$ cat src/rtl/lsu_pkg.sv
// Shared load/store definitions: funct3 size codes, LSU FSM states, helpers.
// Latency: n/a (declarations and pure functions only).
// Backpressure: n/a.
package lsu_pkg;

    // funct3 size codes, shared with the instruction decoder
    localparam logic [2:0] LDST_B  = 3'd0;
    localparam logic [2:0] LDST_H  = 3'd1;
    localparam logic [2:0] LDST_W  = 3'd2;
    localparam logic [2:0] LDST_BU = 3'd4;
    localparam logic [2:0] LDST_HU = 3'd5;

    typedef enum logic [1:0] {
        IDLE,
        WAIT,
        DONE,
        DRAIN
    } lsu_state_t;

    // Codes 3, 6 and 7 have no load/store meaning
    function automatic logic size_is_bad(input logic [2:0] size);
        return (size == 3'd3) || (size == 3'd6) || (size == 3'd7);
    endfunction

    // Alignment check for the legal sizes; bytes are always aligned
    function automatic logic size_misaligned(input logic [2:0] size, input logic [1:0] off);
        logic mis;
        mis = 1'b0;
        case (size)
            LDST_H, LDST_HU: mis = off[0];
            LDST_W:          mis = |off;
            default:         mis = 1'b0;
        endcase
        return mis;
    endfunction

endpackage

$ cat src/rtl/lsu_rdata_extend.sv
// Selects the addressed byte/half of a bus read word and sign/zero-extends it.
// Latency: purely combinational.
// Backpressure: none; output follows the inputs.
module lsu_rdata_extend
    import lsu_pkg::*;
(
    input  logic [2:0]  size_i,
    input  logic [1:0]  off_i,
    input  logic [31:0] word_i,
    output logic [31:0] data_o
);

    logic [7:0]  byte_sel;
    logic [15:0] half_sel;

    // Lane select from the low address bits
    always_comb begin
        byte_sel = word_i[7:0];
        case (off_i)
            2'd0:    byte_sel = word_i[7:0];
            2'd1:    byte_sel = word_i[15:8];
            2'd2:    byte_sel = word_i[23:16];
            default: byte_sel = word_i[31:24];
        endcase
        half_sel = off_i[1] ? word_i[31:16] : word_i[15:0];
    end

    // Extension by size code; anything else passes the whole word
    always_comb begin
        data_o = word_i;
        case (size_i)
            LDST_B:  data_o = {{24{byte_sel[7]}}, byte_sel};
            LDST_BU: data_o = {24'd0, byte_sel};
            LDST_H:  data_o = {{16{half_sel[15]}}, half_sel};
            LDST_HU: data_o = {16'd0, half_sel};
            default: data_o = word_i;
        endcase
    end

endmodule

$ cat src/rtl/load_store_unit.sv
// Converts a single-cycle core memory request into a registered req/ready bus access.
// Latency: 3 cycles minimum (capture, wait-with-ready, retire), +1 per extra bus wait cycle.
// Backpressure: core held via core_stall_o until DONE; an abandoned access is drained to completion.
module load_store_unit
    import lsu_pkg::*;
(
    input  logic        clk_i,
    input  logic        rst_i,
    input  logic        core_req_i,
    input  logic        core_we_i,
    input  logic [2:0]  core_size_i,
    input  logic [31:0] core_addr_i,
    input  logic [31:0] core_wd_i,
    output logic [31:0] core_rd_o,
    output logic        core_stall_o,
    output logic        core_err_o,
    output logic        mem_req_o,
    output logic        mem_we_o,
    output logic [3:0]  mem_be_o,
    output logic [31:0] mem_addr_o,
    output logic [31:0] mem_wd_o,
    input  logic [31:0] mem_rd_i,
    input  logic        mem_ready_i
);

    lsu_state_t  state_q, state_d;

    logic        req_q, req_d;
    logic        we_q;
    logic [2:0]  size_q;
    logic [1:0]  off_q;
    logic [31:0] addr_q;
    logic [3:0]  be_q, be_d;
    logic [31:0] wd_q, wd_d;
    logic [31:0] rd_q;

    logic        core_err;
    logic        capture;
    logic        rd_load;
    logic [31:0] rd_ext;

    // Illegal size or misalignment; such requests never leave IDLE
    always_comb begin
        core_err = core_req_i &
                   (size_is_bad(core_size_i) | size_misaligned(core_size_i, core_addr_i[1:0]));
    end

    // Byte enables and lane-replicated store data for the incoming request
    always_comb begin
        be_d = 4'b1111;
        wd_d = core_wd_i;
        case (core_size_i)
            LDST_B, LDST_BU: begin
                be_d = 4'b0001 << core_addr_i[1:0];
                wd_d = {4{core_wd_i[7:0]}};
            end
            LDST_H, LDST_HU: begin
                be_d = core_addr_i[1] ? 4'b1100 : 4'b0011;
                wd_d = {2{core_wd_i[15:0]}};
            end
            default: begin
                be_d = 4'b1111;
                wd_d = core_wd_i;
            end
        endcase
    end

    // Next-state logic; the bus request is asserted while WAIT or DRAIN is occupied
    always_comb begin
        state_d = state_q;
        capture = 1'b0;
        rd_load = 1'b0;
        case (state_q)
            IDLE: begin
                if (core_req_i && !core_err) begin
                    capture = 1'b1;
                    state_d = WAIT;
                end
            end
            WAIT: begin
                // Ready wins over a same-cycle request drop
                if (mem_ready_i) begin
                    rd_load = ~we_q;
                    state_d = DONE;
                end else if (!core_req_i) begin
                    state_d = DRAIN;
                end
            end
            DONE: begin
                state_d = IDLE;
            end
            DRAIN: begin
                if (mem_ready_i) begin
                    state_d = IDLE;
                end
            end
            default: begin
                state_d = IDLE;
            end
        endcase
        req_d = (state_d == WAIT) || (state_d == DRAIN);
    end

    // State and bus request registers
    always_ff @(posedge clk_i or posedge rst_i) begin
        if (rst_i) begin
            state_q <= IDLE;
            req_q   <= 1'b0;
        end else begin
            state_q <= state_d;
            req_q   <= req_d;
        end
    end

    // Capture registers drive the bus for the whole transaction
    always_ff @(posedge clk_i or posedge rst_i) begin
        if (rst_i) begin
            we_q   <= 1'b0;
            size_q <= 3'd0;
            off_q  <= 2'd0;
            addr_q <= 32'd0;
            be_q   <= 4'd0;
            wd_q   <= 32'd0;
        end else if (capture) begin
            we_q   <= core_we_i;
            size_q <= core_size_i;
            off_q  <= core_addr_i[1:0];
            addr_q <= {core_addr_i[31:2], 2'b00};
            be_q   <= be_d;
            wd_q   <= wd_d;
        end
    end

    lsu_rdata_extend u_rdata_extend (
        .size_i (size_q),
        .off_i  (off_q),
        .word_i (mem_rd_i),
        .data_o (rd_ext)
    );

    // Load result register; held until the next load completes
    always_ff @(posedge clk_i or posedge rst_i) begin
        if (rst_i) begin
            rd_q <= 32'd0;
        end else if (rd_load) begin
            rd_q <= rd_ext;
        end
    end

    assign core_err_o   = core_err;
    assign core_stall_o = core_req_i & ~core_err & (state_q != DONE);
    assign core_rd_o    = rd_q;

    assign mem_req_o    = req_q;
    assign mem_we_o     = we_q;
    assign mem_be_o     = be_q;
    assign mem_addr_o   = addr_q;
    assign mem_wd_o     = wd_q;

endmodule

$ cat config.mk
export PLATFORM = sky130hd
export DESIGN_NAME = load_store_unit
export DESIGN_NICKNAME = d
export VERILOG_FILES = /design/src/rtl/lsu_pkg.sv /design/src/rtl/lsu_rdata_extend.sv /design/src/rtl/load_store_unit.sv
export SDC_FILE = /design/constraint.sdc
export NUM_CORES = 1
export LEC_CHECK = 0
export BUFFER_PORTS_ARGS = -buffer_cell sky130_fd_sc_hd__buf_2
export CORE_ASPECT_RATIO = 1.75
export CORE_MARGIN = 2
export CORE_UTILIZATION = 49
export DETAILED_ROUTE_END_ITERATION = 16
export PLACE_DENSITY = 0.78
export SLEW_MARGIN = 40
export SYNTH_ARGS = -nofsm -noshare
export SYNTH_HDL_FRONTEND = slang
export SYNTH_SLANG_ARGS = --single-unit
$ cat constraint.sdc
create_clock -name clk_i -period 4.3 [get_ports clk_i]
set_clock_uncertainty 0.15 [all_clocks]
set_input_delay 0.43 -clock clk_i [delete_from_list [all_inputs] [get_ports clk_i]]
set_output_delay 0.43 -clock clk_i [all_outputs]
set_load 0.1 [all_outputs]
==> metrics.txt, run 1 <==
CTS H-tree depth=3; Core ar.=0.01024 mm2; post-route ant nets=0; r2r startpoint=state_q[1]$_DFF_PP0_; crit path DAT=2.11 ns; CP Depth=5; post-synthesis mux area share=20.71%; initial antenna violation count=0; WP buf/inv=2; CP endpoint kind=output pin; Slew @ Worst Pin=0.7993 ns; DIE AREA=0.01130 mm2; fill count=853; cts repair resizes=0; wire length of the first global-routing pass=20570 um; RSZ-0062 raised after global routing=false; Final GP Congestion=0.8298; setup TNS=0 ns; Yosys reg bits=106; simple-gate share of the synthesized area=13.71%; post-synth top area share=51.90%; GRT overflow=0; Row Count=49; CP max stage cell=nor2_2; Hold Fails Final Rpt=0; synth cell count leaders=dfrtp_1 (106), nand2_1 (62), mux2_4 (40); CTS Buffer Depth=2; largest net degree at the start of global routing=73; # clock sinks=106; most frequent cell after synthesis=dfrtp_1; synth unique cells=36; post-layout util=63.50%; Req. time, crit path=3.72 ns; Post-Place Cells=765; post-route cell area=0.006501 mm2; Hold Path Class=input pin to async pin; Post-Synth Adder-Cell Area=0%; Synth area leaders=dfrtp_1 (52%), mux2_4 (12%), mux2i_1 (5.9%); Setup Fix Bufs, Post-CTS=0; vias per std cell=5.321; first-pass iteration count of the detailed router=4; Seq/Total Area, Yosys=51.90%; vias in the first global route=4187; synth warn=0; critical path peak fanout=32; post-synthesis async set-or-reset flop share=100.0%; post-synthesis cell count=465; TritonCTS clock tree=built; Layout Cells excl Fill=781; final period utilization=62.53%; final routed DRC violation total=0; die width=81.21 um; clk slew on worst S/H paths=0.07 ns; Die Ht=139.1 um; Post-Route WL=12800 um; Worst Reg-to-Reg Cells=4; worst flop-to-flop path endpoint=mem_addr_o[17]$_DFFE_PP0P_; clock period minus worst slack=2.689 ns; Crit path max-delay family=buffers and inverters; initial core utilization=49.92%; crit-path cells=buf_2, nor2_2, nor2_1, a211oi_1, buf_2; Post-Synth XOR/XNOR Area=0%; WL/cell=16.39 um; CP most frequent cell=buf_2; antenna diode count=0; compound-gate portion of the synthesized area=9.376%; EDFF count, synth=0; DR vias=4156; Num CTS Buffers=9; setup slack, reg-to-reg=1.76 ns; DP Area=0.006172 mm2; Global Route Usage Sum=23.28%; count of input and output buffers=205; main combinational cell family by area after synthesis=multiplexers; Mapped Area=0.005111 mm2; max incr delay on CP=0.56 ns; I/O pin total=208; clk_lat worst skew=0.34 ns; top cell type by total area after synthesis=dfrtp_1; Slew HR=46.71%; layout cell share with drive strength beyond 1=43.73%; status=complete, no violations; Synth Area per Inst=10.99 um2; detailed placer's ending HPWL=9555 um; final setup fails=0; Max Cap Viol=0; Slew Viols, Final=0; initial drt markers=170; critical path class=input pin to output pin; CTS Hold Bufs=0; fmax=371.9 MHz; area grow syn2layout=27.20%; root buf cell=clkbuf_16; nets=753; ys flop type=dfrtp_1; Startpoint Class=input pin
## worst register-to-register path: cells and delay by family (launching register included)
kind | cells | cell delay [ns]
AND/OR/NAND/NOR | 2 | 1.01
flip-flops | 1 | 0.46
buffers and inverters | 1 | 0.44
multiplexers | 1 | 0.36
## final cells by class
type	instances	area, um2	share of cell area (%)
sequential	106	2654	40.82
tap	127	158.9	2.444
inverter	7	31.28	0.4811
timing repair buffer	209	1069	16.44
clock inverter	6	88.84	1.366
clock buffer	10	239.0	3.676
multi-input combinational	316	2261	34.78
## cells in the final DEF, fill, tap and decap left out, drive strengths merged, types with 2 or more instances in the layout
cell type	n
a21oi	27
inv	8
mux2	54
buf	209
nand3b	8
o211ai	4
o22ai	2
o21ai	45
o22a	3
nor2	17
nand2b	4
mux2i	30
nand2	62
nor4bb	4
a211oi	2
conb	2
bufinv	2
clkbuf	10
nor3b	6
nor3	2
dfrtp	106
nand3	36
clkinvlp	2
## per-layer routing
metal	global-route usage (%)	part of all wire, %	up-vias
met2	39.58	52	167
met4	10.62	3.3	0
met3	4.622	5.8	31
li1	-	-	1990
met5	0	0	-
met1	27.70	38	1968
## flip-flops by register name, indices dropped and copies added, names as in the netlist
register / count
core_rd_o: 32
mem_addr_o: 30
mem_be_o: 4
mem_wd_o: 32
mem_we_o: 1
off_q: 2
size_q: 3
state_q: 2
## cell families after synthesis
logic type      Yosys count
other cells               1
buf+inv                  44
mux                      84
compound gates           87
flops                   106
simple gates            143
## through the flow
stage                     worst slack (ns)  hold slack, ns
after global routing                 1.465         0.09882
after global placement               1.572          0.3119
after CTS                            1.601         0.06571
after detailed placement             1.489          0.3159
after floorplan                     0.3893          0.3530
final                                1.611         0.03726
## worst max-delay path by stage
| stage | startpoint | end | slack, ns |
|---|---|---|---|
| 2_1_floorplan | state_q[0]$_DFF_PP0_ | core_stall_o | 0.39 |
| 3_3_place_gp | core_size_i[1] | mem_we_o$_DFFE_PP0P_ | 1.57 |
| 3_5_place_dp | core_size_i[1] | mem_we_o$_DFFE_PP0P_ | 1.49 |
| 4_1_cts | core_size_i[1] | core_stall_o | 1.60 |
| 5_1_grt | core_size_i[1] | core_stall_o | 1.47 |
| 6_report | core_size_i[1] | core_stall_o | 1.61 |
Power of run 1 is not shown: default switching activity piles up to over one toggle a cycle in this logic, so the estimate is an artifact.
==> inputs of run 2 (changes only) <==
--- a/config.mk
+++ b/config.mk
@@ -5,12 +5,13 @@
 export SDC_FILE = /design/constraint.sdc
 export NUM_CORES = 1
 export LEC_CHECK = 0
+export ABC_AREA = 1
 export BUFFER_PORTS_ARGS = -buffer_cell sky130_fd_sc_hd__buf_2
 export CORE_ASPECT_RATIO = 1.75
 export CORE_MARGIN = 2
 export CORE_UTILIZATION = 49
 export DETAILED_ROUTE_END_ITERATION = 16
-export PLACE_DENSITY = 0.78
+export PLACE_DENSITY = 0.77
 export SLEW_MARGIN = 40
 export SYNTH_ARGS = -nofsm -noshare
 export SYNTH_HDL_FRONTEND = slang
==> constraint.sdc (replaced) <==
create_clock -name clk_i -period 2.7 [get_ports clk_i]
set_clock_uncertainty 0.15 [all_clocks]
set_input_delay 0.27 -clock clk_i [delete_from_list [all_inputs] [get_ports clk_i]]
set_output_delay 0.27 -clock clk_i [all_outputs]
set_load 0.1 [all_outputs]
==> run 2 against run 1 <==
Flip-flop and latch count unchanged. Routed wire length increased by 15%. Count of clock-buffer cells in the layout decreased by 1. Critical endpoint is now core_rd_o[31]$_DFFE_PP0P_. Highest routed layer unchanged. Sequential share of layout area decreased by 2.2 points. Via count increased by 22%. Area after synthesis increased by 5.6%. Worst setup slack got worse by 1.0 ns. Non-clock buffer count increased by 8. Register-to-register slack got worse by 1.2 ns. Die area increased by 5.4%. Global-route usage increased by 1.8 points. Worst hold slack got worse by 0.019 ns.
==> metrics.txt, run 2 <==
post-route ant nets=0 (unchanged); RSZ-0062 raised after global routing=false; setup TNS=0 ns (unchanged); count of input and output buffers=205 (unchanged); critical path peak fanout=16 (-50%); Global Route Usage Sum=25.09% (+1.8 points); post-synthesis cell count=718 (+54%); post-layout util=64.20% (+0.70 points); # clock sinks=106 (unchanged); clock period minus worst slack=2.117 ns; Max Cap Viol=0 (unchanged); Num CTS Buffers=9 (unchanged); final period utilization=78.39%; final setup fails=0 (unchanged); root buf cell=clkbuf_16; crit path DAT=2.20 ns (+0.09 ns); post-route cell area=0.006868 mm2 (+5.6%); detailed placer's ending HPWL=11100 um (+16%); Slew HR=49.34% (+2.6 points); Mapped Area=0.005396 mm2 (+5.6%); final routed DRC violation total=0 (unchanged); Hold Fails Final Rpt=0 (unchanged); layout cell share with drive strength beyond 1=29.79% (-14 points); initial antenna violation count=0 (unchanged); status=complete, no violations; TritonCTS clock tree=built; Synth area leaders=dfrtp_1 (49%), nand2_1 (13%), inv_1 (8.3%); EDFF count, synth=0 (unchanged); DR vias=5084 (+22%); fmax=472.5 MHz; vias in the first global route=4929 (+18%); I/O pin total=208 (unchanged); Slew Viols, Final=0 (unchanged); Req. time, crit path=2.79 ns (-0.93 ns); initial drt markers=193 (+14%); Post-Route WL=14770 um (+15%); most frequent cells in the layout=buf_2 (204), nand2_1 (187), inv_1 (119), dfrtp_1 (106), o21ai_0 (86); Final GP Congestion=0.9407 (+13%); top cell type by total area after synthesis=dfrtp_1; Setup Fix Bufs, Post-CTS=0 (unchanged); vias per std cell=4.874 (-8.4%); Core ar.=0.01070 mm2 (+4.5%); DP Area=0.006536 mm2 (+5.9%); Synth Area per Inst=7.516 um2 (-32%); Hold Path Class=input pin to flop; CTS Buffer Depth=2 (unchanged); initial core utilization=50.44% (+0.52 points); WL/cell=14.16 um (-14%); Layout Cells excl Fill=1043 (+34%); cts repair resizes=0 (unchanged); most common cell after layout, fill and taps aside=buf_2; post-synthesis async set-or-reset flop share=100.0% (unchanged); Yosys reg bits=106 (unchanged); clk slew on worst S/H paths=0.07 ns (about the same); Row Count=50 (+2.0%); Post-Place Cells=1025 (+34%); Slew @ Worst Pin=0.7598 ns (-0.03945 ns); critical path class=flop to flop; clk_lat worst skew=0.34 ns (about the same); CTS H-tree depth=3 (unchanged); nets=1012 (+34%); GRT overflow=0 (unchanged); post-synth top area share=49.15% (-2.7 points); Die Ht=142.8 um (+2.7%); antenna diode count=0 (unchanged); first-pass iteration count of the detailed router=5 (+1); synth warn=0 (unchanged); ys flop type=dfrtp_1; most frequent cell after synthesis=nand2_1; area grow syn2layout=27.27% (about the same); wire length of the first global-routing pass=23790 um (+16%); die width=83.33 um (+2.6%); Startpoint Class=flop; synth cell count leaders=nand2_1 (187), inv_1 (120), dfrtp_1 (106); CP endpoint kind=flop; largest net degree at the start of global routing=56 (-23%); DIE AREA=0.01190 mm2 (+5.4%); synth unique cells=24 (-33%); Seq/Total Area, Yosys=49.15% (-2.7 points)
## run 2: per-layer routing
metal  track usage, %  part of all wire [%]  wire (um)  vias up
met3            5.896                   6.9       1016       26
li1                 -                     -          -     2584
met5                0                     0          0        -
met4            8.801                   2.2        325        0
met1            29.89                    38       5649     2276
met2            44.27                    53       7777      198
## run 2: final cells by class
type | instances | area, um2
fillers | 980 | 3830
multi-input cells | 452 | 2093
clock inverters | 7 | 76.32
repair buffers | 217 | 1196
flip-flops and latches | 106 | 2653
clock buffers | 9 | 225.2
well taps | 130 | 162.7
inverters | 122 | 461.7
## run 2: through the flow
stage / setup slack (ns) / hold WS [ns]
3_3_place_gp: 0.6552 / 0.2783
5_1_grt: 0.3306 / 0.01048
3_5_place_dp: 0.6207 / 0.2791
4_1_cts: 0.5927 / 0.003592
2_1_floorplan: 0.2398 / 0.2588
6_report: 0.5834 / 0.01833
## run 2: worst max-delay path: stages (launching register included)
cell,delay (ns)
dfrtp_1,0.52
inv_2,0.24
nand2_1,0.10
nand2_1,0.09
or2_1,0.61
nand3_1,0.16
nand2_1,0.10
inv_1,0.04
## run 2: kinds of logic (layout without fill, tap and decap cells)
group / count (synthesis) / after routing / synth area share (%)
simple gates: 313 / 313 / 25.34
buf+inv: 161 / 355 / 12.33
compound gates: 137 / 137 / 13.10
flops: 106 / 106 / 49.15
other cells: 1 / 2 / 0.06949
## run 2: final timing paths
check                           slack (ns)                startpoint  depth (start not counted)                         end
worst max register to register        0.58      off_q[1]$_DFFE_PP0P_                          7   core_rd_o[31]$_DFFE_PP0P_
worst min register to register        0.32  core_rd_o[4]$_DFFE_PP0P_                          2    core_rd_o[4]$_DFFE_PP0P_
max in group asynchronous             1.41                     rst_i                          5   mem_addr_o[3]$_DFFE_PP0P_
worst min-delay path                  0.02           core_addr_i[16]                          3  mem_addr_o[16]$_DFFE_PP0P_
min in group asynchronous             0.26                     rst_i                          3    mem_wd_o[31]$_DFFE_PP0P_
worst max-delay path                  0.58      off_q[1]$_DFFE_PP0P_                          7   core_rd_o[31]$_DFFE_PP0P_
## run 2: timing repair
action                                  4_1_cts  5_1_grt
endpoints found under the setup margin        0        0
hold buffers                                  1        0
endpoints found under the hold margin        30        0
Power of run 2 is left out for the same reason.
==> inputs of run 3 (changes only) <==
--- a/config.mk
+++ b/config.mk
@@ -5,13 +5,13 @@
 export SDC_FILE = /design/constraint.sdc
 export NUM_CORES = 1
 export LEC_CHECK = 0
-export ABC_AREA = 1
+export ABC_AREA = 0
 export BUFFER_PORTS_ARGS = -buffer_cell sky130_fd_sc_hd__buf_2
 export CORE_ASPECT_RATIO = 1.75
 export CORE_MARGIN = 2
 export CORE_UTILIZATION = 49
 export DETAILED_ROUTE_END_ITERATION = 16
-export PLACE_DENSITY = 0.77
+export PLACE_DENSITY = 0.78
 export SLEW_MARGIN = 40
 export SYNTH_ARGS = -nofsm -noshare
 export SYNTH_HDL_FRONTEND = slang
==> constraint.sdc (replaced) <==
create_clock -name clk_i -period 2.19 [get_ports clk_i]
set_clock_uncertainty 0.15 [all_clocks]
set_input_delay 0.219 -clock clk_i [delete_from_list [all_inputs] [get_ports clk_i]]
set_output_delay 0.219 -clock clk_i [all_outputs]
set_load 0.1 [all_outputs]
==> run 3 against run 2 <==
Via count decreased by 13%. Register-to-register slack got worse by 0.25 ns. Worst setup slack got worse by 0.29 ns. Routed wire length decreased by 5.5%. First-iteration DRC count decreased by 34%. Core utilization increased by 4.5 points. Die area decreased by 5.1%. Critical path type is now input pin to flop.
==> metrics.txt, run 3 (same netlist as run 1, synthesis figures left out) <==
status=complete, no violations; Final GP Congestion=0.8425 (-10%); WL/cell=16.70 um (+18%); first-pass iteration count of the detailed router=4 (-1); I/O pin total=208 (unchanged); clock period minus worst slack=1.893 ns; Die Ht=139.1 um (-2.6%); initial drt markers=127 (-34%); Req. time, crit path=2.26 ns (-0.53 ns); wire length of the first global-routing pass=22350 um (-6.1%); Setup WS post-layout=0.2972 ns (-0.2862 ns); Hold Path Class=input pin to flop; fill count=777 (-21%); setup slack, reg-to-reg=0.33 ns (-0.25 ns); CTS H-tree depth=3 (unchanged); most frequent cells in the layout=buf_2 (203), dfrtp_1 (105), nand2_1 (62), dlygate4sd3_1 (45), mux2_4 (40); TritonCTS clock tree=built; WP buf/inv=3 (+1); largest net degree at the start of global routing=107 (+91%); clk_lat worst skew=0.34 ns (about the same); antenna diode count=0 (unchanged); Max Cap Viol=0 (unchanged); nets=810 (-20%); fmax=528.3 MHz; vias per std cell=5.278 (+8.3%); Crit path max-delay family=buffers and inverters; Global Route Usage Sum=25.74% (+0.64 points); Layout Cells excl Fill=836 (-20%); Worst Min Path Start=core_wd_i[24]; area grow syn2layout=37.70%; Row Count=49 (-2.0%); setup TNS=0 ns (unchanged); clk slew on worst S/H paths=0.07 ns (about the same); Startpoint Class=input pin; final period utilization=86.43%; Slew Viols, Final=0 (unchanged); post-route cell area=0.007038 mm2 (+2.5%); layout cell share with drive strength beyond 1=41.89% (+12 points); pre-CTS setup slack=0.3216 ns (-0.2991 ns); Hold Fails Final Rpt=0 (unchanged); cts repair resizes=0 (unchanged); Slew HR=61.42% (+12 points); Post-Place Cells=777 (-24%); detailed placer's ending HPWL=9807 um (-12%); crit-path cells=dlygate4sd3_1, buf_2, nor4bb_4, nand2b_1, a21oi_1, buf_4, a21oi_1; CP most frequent cell=a21oi_1; CP endpoint kind=flop; Post-Route WL=13960 um (-5.5%); GRT overflow=0 (unchanged); max incr delay on CP=0.54 ns (-0.07 ns); die width=81.21 um (-2.6%); RSZ-0062 raised after global routing=false; crit path DAT=1.96 ns (-0.24 ns); final routed DRC violation total=0 (unchanged); count of input and output buffers=205 (unchanged); DR vias=4412 (-13%); Worst Reg-to-Reg Cells=4 (-3); CP max stage cell=dlygate4sd3_1; root buf cell=clkbuf_16; # clock sinks=106 (unchanged); Slew @ Worst Pin=0.5787 ns (-0.1811 ns); initial antenna violation count=0 (unchanged); hold path cells=3 (unchanged); critical path class=input pin to flop; final setup fails=0 (unchanged); Core ar.=0.01024 mm2 (-4.3%); r2r startpoint=state_q[1]$_DFF_PP0_; vias in the first global route=4572 (-7.2%); Num CTS Buffers=9 (unchanged); DIE AREA=0.01130 mm2 (-5.1%); critical path peak fanout=7 (-9); DP Area=0.006327 mm2 (-3.2%); CTS Buffer Depth=2 (unchanged); initial core utilization=49.92% (-0.52 points); most common cell after layout, fill and taps aside=buf_2; worst flop-to-flop path endpoint=mem_addr_o[26]$_DFFE_PP0P_; Hold Path End=mem_wd_o[24]$_DFFE_PP0P_; post-route ant nets=0 (unchanged)
## run 3: timing repair
item                      in CTS  in global routing
hold buffers                  45                  0
buffers inserted               0                  0
hold endpoints to repair     151                  0
## run 3: how the worst max path moves through the flow
stage	from	endpoint	slack, ns	depth (start not counted)
floorplan	core_size_i[0]	core_stall_o	-0.36	4
finish	mem_ready_i	core_rd_o[9]$_DFFE_PP0P_	0.30	7
global route	mem_ready_i	core_rd_o[8]$_DFFE_PP0P_	0.17	7
detailed placement	state_q[1]$_DFF_PP0_	mem_addr_o[26]$_DFFE_PP0P_	0.32	4
CTS	mem_ready_i	core_rd_o[9]$_DFFE_PP0P_	0.30	7
global placement	state_q[1]$_DFF_PP0_	core_rd_o[8]$_DFFE_PP0P_	0.39	5
## run 3: layer usage
layer | up-vias | wire (um) | GRT usage [%]
met5 | - | 0 | 0
met1 | 2115 | 5179 | 28.44
li1 | 2100 | - | -
met2 | 163 | 7536 | 45.85
met4 | 0 | 476 | 12.22
met3 | 34 | 770 | 4.948
## run 3: worst register-to-register path: stages (launching register included)
cell and delay [ns]:
dfrtp_1 0.46, nor3b_1 0.37, nand3b_4 0.13, buf_4 0.28
mux2_4 0.36
## run 3: area by class of cell
| type | count | area, um2 | area share [%] |
|---|---|---|---|
| tap | 127 | 158.9 | 2.258 |
| clock inverter | 3 | 17.52 | 0.2489 |
| sequential | 106 | 2654 | 37.71 |
| inverter | 7 | 30.03 | 0.4267 |
| clock buffer | 11 | 242.7 | 3.449 |
| multi-input combinational | 316 | 2271 | 32.27 |
| timing repair buffer | 266 | 1664 | 23.64 |
## run 3: stage by stage
stage / hold WS [ns] / utilization (%)
global placement: 0.2766 / 61.80
floorplan: 0.1618 / -
finish: 0.01608 / 68.74
global route: 0.01418 / 68.74
CTS: 0.001821 / 68.74
detailed placement: 0.2935 / 61.80
Power of run 3 is left out for the same reason.
